## src/rtl/cdb_loader_if.sv

```systemverilog
// -----------------------------------------------------------------------------
// cdb_loader_if
// Bundles the literal-stream handshake, the clause-database write port and the
// status outputs of cdb_loader.
//   load_start, lit_valid, lit_var, lit_neg : literal source -> loader
//   lit_ready                               : loader -> literal source
//   cdb_we, cdb_addr, cdb_wdata             : loader -> clause database
//   clause_cnt, sat_start, load_busy,
//   load_err                                : loader status
//   taut_drop                               : present only with CDB_TAUTOLOGY_DROP_EN
// Modports: master = literal source / observer side, slave = the loader.
// -----------------------------------------------------------------------------
interface cdb_loader_if #(
  parameter int VAR_NUM        = 7,
  parameter int VAR_NUM_LOG    = 3,
  parameter int CLAUSE_NUM_LOG = 3
);
  logic                      load_start;
  logic                      lit_valid;
  logic                      lit_ready;
  logic [VAR_NUM_LOG-1:0]    lit_var;
  logic                      lit_neg;
  logic                      cdb_we;
  logic [CLAUSE_NUM_LOG-1:0] cdb_addr;
  logic [2*VAR_NUM-1:0]      cdb_wdata;
  logic [CLAUSE_NUM_LOG:0]   clause_cnt;
  logic                      sat_start;
  logic                      load_busy;
  logic                      load_err;
`ifdef CDB_TAUTOLOGY_DROP_EN
  logic                      taut_drop;
`endif

  modport master (
`ifdef CDB_TAUTOLOGY_DROP_EN
    input  taut_drop,
`endif
    output load_start, lit_valid, lit_var, lit_neg,
    input  lit_ready, cdb_we, cdb_addr, cdb_wdata, clause_cnt,
           sat_start, load_busy, load_err
  );

  modport slave (
`ifdef CDB_TAUTOLOGY_DROP_EN
    output taut_drop,
`endif
    input  load_start, lit_valid, lit_var, lit_neg,
    output lit_ready, cdb_we, cdb_addr, cdb_wdata, clause_cnt,
           sat_start, load_busy, load_err
  );
endinterface

```

## src/rtl/cdb_loader.sv

```systemverilog
// -----------------------------------------------------------------------------
// cdb_loader
// Front end of sat_top: assembles a DIMACS-style literal stream into clause
// words (2 bits per variable: 01 pos, 10 neg, 11 both), writes one word per
// clause into the clause database and pulses sat_start when the load ends.
// Ports:
//   clk  - system clock
//   rst  - synchronous active-high reset, aborts any session
//   bus  - cdb_loader_if.slave (literal handshake, cdb write port, status)
// Optional feature macro: CDB_TAUTOLOGY_DROP_EN - tautological clauses (any
// field = 11) are dropped instead of written, flagged on bus.taut_drop.
// -----------------------------------------------------------------------------
module cdb_loader #(
  parameter int VAR_NUM        = 7,
  parameter int VAR_NUM_LOG    = 3,
  parameter int CLAUSE_NUM     = 7,
  parameter int CLAUSE_NUM_LOG = 3,
  parameter int MAX_LITS       = 3
) (
  input logic          clk,
  input logic          rst,
  cdb_loader_if.slave  bus
);
  localparam int W     = 2 * VAR_NUM;
  localparam int LC_W  = $clog2(MAX_LITS + 1);
  localparam int CNT_W = CLAUSE_NUM_LOG + 1;

  typedef enum logic [2:0] {S_IDLE, S_LOAD, S_WRITE, S_DONE, S_ERR} state_e;

  state_e             state_q, state_d;
  logic [W-1:0]       acc_q, acc_d;
  logic [LC_W-1:0]    lit_cnt_q, lit_cnt_d;
  logic [CNT_W-1:0]   clause_cnt_q, clause_cnt_d;
  logic               err_q, err_d;

  logic [W-1:0]       lit_mask;
  logic               lit_xfer;
  logic               lit_zero;
  logic               var_oob;
  logic               lits_full;
  logic               cdb_full;
  logic               taut_w;

  // One-hot field mask for the incoming literal; lit_var = 0 selects no field.
  generate
    for (genvar gi = 0; gi < VAR_NUM; gi++) begin : gen_lit_mask
      assign lit_mask[2*gi +: 2] = (bus.lit_var == VAR_NUM_LOG'(gi + 1)) ?
                                   (bus.lit_neg ? 2'b10 : 2'b01) : 2'b00;
    end
  endgenerate

`ifdef CDB_TAUTOLOGY_DROP_EN
  logic [VAR_NUM-1:0] field_both;
  generate
    for (genvar gi = 0; gi < VAR_NUM; gi++) begin : gen_taut
      assign field_both[gi] = &acc_q[2*gi +: 2];
    end
  endgenerate
  assign taut_w        = |field_both;
  assign bus.taut_drop = (state_q == S_WRITE) && taut_w;
`else
  assign taut_w = 1'b0;
`endif

  // lit_ready depends on state only, so a transfer is valid && LOAD.
  assign lit_xfer  = (state_q == S_LOAD) && bus.lit_valid;
  assign lit_zero  = (bus.lit_var == '0);
  // Extra MSB keeps the range check meaningful when VAR_NUM fills the id width.
  assign var_oob   = {1'b0, bus.lit_var} > (VAR_NUM_LOG + 1)'(VAR_NUM);
  assign lits_full = (lit_cnt_q == LC_W'(MAX_LITS));
  assign cdb_full  = (clause_cnt_q == CNT_W'(CLAUSE_NUM));

  always_comb begin
    state_d      = state_q;
    acc_d        = acc_q;
    lit_cnt_d    = lit_cnt_q;
    clause_cnt_d = clause_cnt_q;
    err_d        = err_q;
    case (state_q)
      S_IDLE, S_ERR: begin
        if (bus.load_start) begin
          state_d      = S_LOAD;
          acc_d        = '0;
          lit_cnt_d    = '0;
          clause_cnt_d = '0;
          err_d        = 1'b0;
        end
      end
      S_LOAD: begin
        if (lit_xfer) begin
          if (var_oob || (!lit_zero && lits_full) ||
              (lit_zero && (lit_cnt_q != '0) && cdb_full)) begin
            state_d = S_ERR;
            err_d   = 1'b1;
          end else if (!lit_zero) begin
            acc_d     = acc_q | lit_mask;
            lit_cnt_d = lit_cnt_q + LC_W'(1);
          end else if (lit_cnt_q != '0) begin
            state_d = S_WRITE;
          end else begin
            // Empty clause marks the end of the formula.
            state_d = S_DONE;
          end
        end
      end
      S_WRITE: begin
        acc_d     = '0;
        lit_cnt_d = '0;
        if (!taut_w) begin
          clause_cnt_d = clause_cnt_q + CNT_W'(1);
        end
        state_d = (clause_cnt_d == CNT_W'(CLAUSE_NUM)) ? S_DONE : S_LOAD;
      end
      S_DONE:  state_d = S_IDLE;
      default: state_d = S_IDLE;
    endcase
  end

  always_ff @(posedge clk) begin
    if (rst) begin
      state_q      <= S_IDLE;
      acc_q        <= '0;
      lit_cnt_q    <= '0;
      clause_cnt_q <= '0;
      err_q        <= 1'b0;
    end else begin
      state_q      <= state_d;
      acc_q        <= acc_d;
      lit_cnt_q    <= lit_cnt_d;
      clause_cnt_q <= clause_cnt_d;
      err_q        <= err_d;
    end
  end

  assign bus.lit_ready  = (state_q == S_LOAD);
  assign bus.cdb_we     = (state_q == S_WRITE) && !taut_w;
  assign bus.cdb_addr   = clause_cnt_q[CLAUSE_NUM_LOG-1:0];
  assign bus.cdb_wdata  = (state_q == S_WRITE) ? acc_q : '0;
  assign bus.clause_cnt = clause_cnt_q;
  assign bus.sat_start  = (state_q == S_DONE);
  assign bus.load_busy  = (state_q == S_LOAD) || (state_q == S_WRITE);
  assign bus.load_err   = err_q;
endmodule

```

## src/flat_wrapper.sv

```systemverilog
// flat-port wrapper written by rule: the top's interface ports become plain ports
module cdb_loader_flat 
#(
  parameter int VAR_NUM        = 7,
  parameter int VAR_NUM_LOG    = 3,
  parameter int CLAUSE_NUM     = 7,
  parameter int CLAUSE_NUM_LOG = 3,
  parameter int MAX_LITS       = 3
)
  (clk, rst, bus_load_start, bus_lit_valid, bus_lit_var, bus_lit_neg, bus_lit_ready, bus_cdb_we, bus_cdb_addr, bus_cdb_wdata, bus_clause_cnt, bus_sat_start, bus_load_busy, bus_load_err);
  cdb_loader_if #(.VAR_NUM(VAR_NUM), .VAR_NUM_LOG(VAR_NUM_LOG), .CLAUSE_NUM_LOG(CLAUSE_NUM_LOG)) bus_i ();
  input logic clk;
  input logic rst;
  input wire logic [$bits(bus_i.load_start)-1:0] bus_load_start;
  input wire logic [$bits(bus_i.lit_valid)-1:0] bus_lit_valid;
  input wire logic [$bits(bus_i.lit_var)-1:0] bus_lit_var;
  input wire logic [$bits(bus_i.lit_neg)-1:0] bus_lit_neg;
  output wire logic [$bits(bus_i.lit_ready)-1:0] bus_lit_ready;
  output wire logic [$bits(bus_i.cdb_we)-1:0] bus_cdb_we;
  output wire logic [$bits(bus_i.cdb_addr)-1:0] bus_cdb_addr;
  output wire logic [$bits(bus_i.cdb_wdata)-1:0] bus_cdb_wdata;
  output wire logic [$bits(bus_i.clause_cnt)-1:0] bus_clause_cnt;
  output wire logic [$bits(bus_i.sat_start)-1:0] bus_sat_start;
  output wire logic [$bits(bus_i.load_busy)-1:0] bus_load_busy;
  output wire logic [$bits(bus_i.load_err)-1:0] bus_load_err;
  assign bus_i.load_start = bus_load_start;
  assign bus_i.lit_valid = bus_lit_valid;
  assign bus_i.lit_var = bus_lit_var;
  assign bus_i.lit_neg = bus_lit_neg;
  assign bus_lit_ready = bus_i.lit_ready;
  assign bus_cdb_we = bus_i.cdb_we;
  assign bus_cdb_addr = bus_i.cdb_addr;
  assign bus_cdb_wdata = bus_i.cdb_wdata;
  assign bus_clause_cnt = bus_i.clause_cnt;
  assign bus_sat_start = bus_i.sat_start;
  assign bus_load_busy = bus_i.load_busy;
  assign bus_load_err = bus_i.load_err;
  cdb_loader #(.VAR_NUM(VAR_NUM), .VAR_NUM_LOG(VAR_NUM_LOG), .CLAUSE_NUM(CLAUSE_NUM), .CLAUSE_NUM_LOG(CLAUSE_NUM_LOG), .MAX_LITS(MAX_LITS)) u_core (.clk(clk), .rst(rst), .bus(bus_i));
endmodule
```

## config.mk

```make
export PLATFORM = sky130hd
export DESIGN_NAME = cdb_loader_flat
export DESIGN_NICKNAME = d
export VERILOG_FILES = /design/src/rtl/cdb_loader_if.sv /design/src/rtl/cdb_loader.sv /design/src/flat_wrapper.sv
export SDC_FILE = /design/constraint.sdc
export NUM_CORES = 1
export LEC_CHECK = 0
export CAP_MARGIN = 30
export CORE_MARGIN = 2
export CORE_UTILIZATION = 47
export DETAILED_ROUTE_END_ITERATION = 10
export PLACE_DENSITY = 0.81
export SETUP_SLACK_MARGIN = 0.02
export SLEW_MARGIN = 30
export SYNTH_ARGS = -nofsm -noshare
export SYNTH_HDL_FRONTEND = slang
export SYNTH_SLANG_ARGS = --single-unit
export TNS_END_PERCENT = 5
```

## constraint.sdc

```tcl
create_clock -name clk -period 2.1 [get_ports clk]
set_input_delay 0.42 -clock clk [delete_from_list [all_inputs] [get_ports clk]]
set_output_delay 0.42 -clock clk [all_outputs]
set_load 0.01 [all_outputs]
```

# --- Word level (Yosys, flattened, before mapping) ---
# Cells that the tools add are included.
word_totals:
  register_bits: 24
  inputBits: 8
  word_cells: 79
classes:
  n_addsub: 2
  eq_ne: 20
  n_mux: 33
  bitwise_logic: 1
  reduce_logical: 18
ops:
  columns: ["operator", "count"]
  rows:
  - ["14-bit two-way mux", 5]
  - ["14-bit one-hot mux with 3 select lines", 1]
  - ["2-bit two-way mux", 13]
  - ["3-bit equality test, second input constant", 5]
  - ["14-bit bitwise OR", 1]
  - ["3-bit by 2-bit equality test with 1-bit output, second input constant", 4]
  - ["3-bit two-way mux", 4]
  - ["3-bit one-hot mux with 3 select lines", 1]
  - ["4-bit by 3-bit equality test with 1-bit output, second input constant", 2]
  - ["4-bit two-way mux", 2]
  - ["4-bit one-hot mux with 2 select lines", 1]
  - ["3-bit by 1-bit equality test with 1-bit output, second input constant", 2]
  - ["3-bit logical NOT", 2]
  - ["2-bit inequality test, second input constant", 3]
  - ["2-bit one-hot mux with 3 select lines", 1]
  - ["2-bit nonzero test", 3]
  - ["5-bit AND reduction", 1]
  - ["4-bit by 1-bit adder with 4-bit output, second input constant", 1]
  - ["1-bit logical AND", 4]
  - ["1-bit two-way mux", 4]
  - ["2-bit by 1-bit inequality test with 1-bit output, second input constant", 2]
  - ["4-bit AND reduction", 1]
  - ["3-bit by 1-bit inequality test with 1-bit output, second input constant", 1]
  - ["3-bit AND reduction", 1]
  - ["8 further kinds", 9]

# --- Depth between registers and ports, before layout ---
depth:
  depth_word: 7
  ltp_mapped: 6

# --- Worst setup path before layout ---
# Ideal clock, no wire load.
synth_timing:
  path_kind: "flip-flop to output port"
  startpoint: "reg u_core.state_q[2]"
  endpoint: "out bus_cdb_wdata[10]"
  t_arrival_ns: 1.346
  t_required_ns: 1.680
  slack_ns: 0.334
  stages_incl_launch_ff: 6
  n_path_buf: 2
  path_cell_list: "dfxtp_1 -> or2b_2 -> nor2_1 -> buf_2 -> buf_2 -> and2_1"
synth_between:
  elab_chain_cells: 2
synth_rtl:
  columns: ["item", "line", "text"]
  rows:
  - ["from (decl)", "cdb_loader.sv:30", "state_e state_q, state_d;"]
  - ["from (signal assigned)", "cdb_loader.sv:127", "state_q <= state_d;"]
  - ["3-bit by 2-bit equality test with 1-bit output", null, null]
  - ["via bus_cdb_we", "flat_wrapper.sv:19", "output wire logic [$bits(bus_i.cdb_we)-1:0] bus_cdb_we;"]
  - ["14-bit two-way mux", "cdb_loader.sv:138", "assign bus.cdb_wdata = (state_q == S_WRITE) ? acc_q : '0;"]
  - ["to (decl)", "flat_wrapper.sv:21", "output wire logic [$bits(bus_i.cdb_wdata)-1:0] bus_cdb_wdata;"]
# The timed path passes the listed nets, and every way through them passes these cells.

# --- Worst setup path in the final report ---
layout_timing:
  startpoint: "reg u_core.state_q[1]"
  endpoint: "out bus_cdb_wdata[5]"
layout_between:
  elab_chain_cells: 2
layout_rtl:
  columns: ["item", "line"]
  rows:
  - ["3-bit by 2-bit equality test with 1-bit output", "cdb_loader.sv:138"]
  - ["14-bit two-way mux", "cdb_loader.sv:138"]
# Every way passes these cells.

==> results.tsv <==
stage	metric	value	unit
run_status	status	finished, final reports clean	
timing	tns	0	ps
cts	clk_latency	310	ps
die	rows	18	
timing	final_max_slew_viol_count	0	
die	die_width	55.29	µm
worst_setup_path	worstPathCellList	or2b_2, nor2_4, buf_6, and2_1, clkdlybuf4s15_1	
placed_design	dp_cells	199	
timing	hold_ws	484.6	ps
die	io_pins	34	
die	die_h	55.29	µm
worst_setup_path	cp_data_arrival_time	1620	ps
global_route	gr-total-overflow	0	
global_route	grt_pass1_vias	1092	
cells_and_area	multi_input_area	684.4	µm²
worst_setup_path	path_buf_inv	2	
timing	worstMarginPinSlew	866.5	ps
cells_and_area	final_cell_mix	22 x dfxtp_1, 15 x clkdlybuf4s50_1, 14 x and2_1, 14 x a22o_1, 13 x buf_4	
global_route	grt_max_degree	15	
worst_setup_path	critPathCapture	bus_cdb_wdata[5]	
yosys	synth_enable_flop_cells	0	
yosys	yosys.area_share.adder	5.061	%
yosys	avgSynthCellArea	9.437	µm²
cells_and_area	seqCellArea	483.0	µm²
worst_setup_path	critical_path_peak_fanout	12	
pwr	powerDensity	521.5	nW/µm²
timing	layout_min_cycle_time	2037	ps
die	core_region_area	2477	µm²
worst_setup_path	reg2regPathDepth	5	
yosys	synth_top_family_by_area	simple AND/OR/NAND/NOR gates	
pwr	peakVddDrop	0.3614	mV
route	drtIter0Drc	15	
worst_setup_path	critPathKind	reg2out	
cells_and_area	fin_area	1638	µm²
yosys	synth_compound_area_share	20.95	%
yosys	ys_warn_count	0	
cts	htreeDepth	1	
die	die_area	3056	µm²
min_path	min_path_type	reg2reg	
cts	clock_path_buffers	2	
yosys	syn_inst	131	
cells_and_area	nNetsFinal	187	
run	max-cap-violations	0	
placed_design	gp_congestion	0.8065	
cells_and_area	diodes	0	
yosys	synth_xor_area_share	1.417	%
yosys	synthSimpleGateAreaFrac	26.42	%
yosys	synth_fp_nets	144	
placed_design	io_buffers	33	
yosys	synth-seq-area-share	38.87	%
timing	slew_headroom	42.02	%
worst_setup_path	critPathSlowestCell	dfxtp_2	
worst_setup_path	startpoint_type	register	
timing	min_period_over_period	97.01	%
route	drt-total-wl	2.912	mm
global_route	antenna_found_initial	0	
cells_and_area	n_fill_cell	220	
timing	skew	4.985	ps
cells_and_area	utilization	66.11	%
worst_setup_path	end_kind	output port	
die	start_util	49.90	%
yosys	syn_area	1236	µm²
cells_and_area	syn2layout_area_growth	32.49	%
placed_design	place_hpwl	2.200	mm
yosys	ys.flop_type	dfxtp_1	
worst_setup_path	path_delay_family	simple AND/OR/NAND/NOR gates	
worst_setup_path	r2r_slack	270	ps
cts	cts.sinks	24	
timing	setup_slack	62.76	ps
placed_design	dpl_cell_area	1653	µm²
yosys	ys_seq_elements	24	
route	vias_per_cell	5.507	
route	drt_first_pass_iters	4	
route	wl_per_cell	14.34	µm
placed_design	post-place-ws	-13.47	ps
timing	setup_violations	0	
yosys	synthMuxAreaShare	0.9109	%
global_route	grt_first_pass_wirelength	4.954	mm
cts	root_buffer	clkbuf_4	
pwr	power	0.8541	mW
timing	timing.fmax	0.4909	GHz
cts	cts_tree	built	
global_route	grtUsageTotal	19.95	%
worst_setup_path	cp.depth	5	
worst_setup_path	crit_start	u_core.state_q[1]	
cells_and_area	layout.cells.non_filler	203	
timing	hold_viol_final	0	
yosys	netlist-cell-type-count	38	
pwr	power_leakage	0.6723	nW
cells_and_area	drive_gt1_share	22.54	%
worst_setup_path	max_stage_delay	350	ps
route	postRouteAntennaNets	0	
cts	cts_made_buffers	3	
route	vias	1118	
timing	grt_setup_unrepaired	yes	
cells_and_area	mostFrequentLayoutCell	dfxtp_1	
cts	post_cts_buffers	0	
cts	cts-hold-fix-buffers	0	
cts	clk_pin_slew_worst_paths	130	ps
worst_setup_path	critPathRequiredTime	1680	ps
worst_setup_path	r2r-start	u_core.bus.clause_cnt[0]	
worst_setup_path	r2r_end	u_core.bus.load_err	
yosys	synthArstFlopShare	0	%
route	drc	0	
worst min-delay path by stage:
stage	end	cells after the start	slack (ps)	from
after floorplan	u_core.acc_q[0]	1	440	u_core.acc_q[0]
after global placement	u_core.acc_q[10]	1	460	u_core.acc_q[10]
after detailed placement	u_core.acc_q[7]	1	460	u_core.acc_q[7]
after CTS	u_core.acc_q[3]	1	490	u_core.acc_q[3]
after global routing	u_core.acc_q[11]	1	500	u_core.acc_q[11]
final	u_core.acc_q[3]	1	480	u_core.acc_q[3]
synthesized netlist by cell type (2+ instances only):
library cell,n,area share (%)
a211oi_1,2,1.2
a21oi_1,6,2.4
a22o_1,14,9.9
a22oi_1,2,1.2
and2_1,14,7.1
buf_2,3,1.2
buf_4,5,3.0
dfxtp_1,24,39
ha_1,5,5.1
inv_1,6,1.8
nand2_1,3,0.91
nand2b_1,2,1.0
nand3_1,2,0.81
nor2_1,9,2.7
nor3_1,4,1.6
nor3b_1,3,1.8
nor4b_1,2,1.4
o211ai_1,2,1.2
or3_1,3,1.5
xnor2_1,2,1.4
routing by layer:
metal / global-route usage, % / vias up / wire length (µm)
li1: - / 553 / -
met1: 24.19 / 527 / 1192
met2: 35.37 / 34 / 1553
met3: 2.576 / 4 / 132
met4: 8.014 / 0 / 33
met5: 0 / - / 0
report_power, final:
group,switching (mW),internal [mW]
sequential,0.00840,0.463
clock,0.137,0.106
combinational,0.0748,0.0649
total,0.221,0.634
registers in the layout, indices dropped and copies added (netlist names):
register	cells
u_core.acc_q	14
u_core.bus.clause_cnt	4
u_core.bus.load_err	1
u_core.lit_cnt_q	2
u_core.state_q	3
cell families after synthesis:
family / count (synthesis)
compound gates: 33
xor+xnor: 2
fa+ha+maj: 5
buf+inv: 15
flops: 24
mux: 1
simple gates: 51
cell type report:
class | count | area share [%]
sequential | 24 | 29.49
tap | 30 | 2.292
timing repair buffer | 47 | 22.84
inverter | 6 | 1.375
multi-input combinational | 92 | 41.79
clock buffer | 4 | 2.215
timing repair:
action,CTS,global route
gates cloned,0,0
gates resized for setup,29,20
endpoints found under the setup margin,18,14
Power figures use the tool's default switching activity.
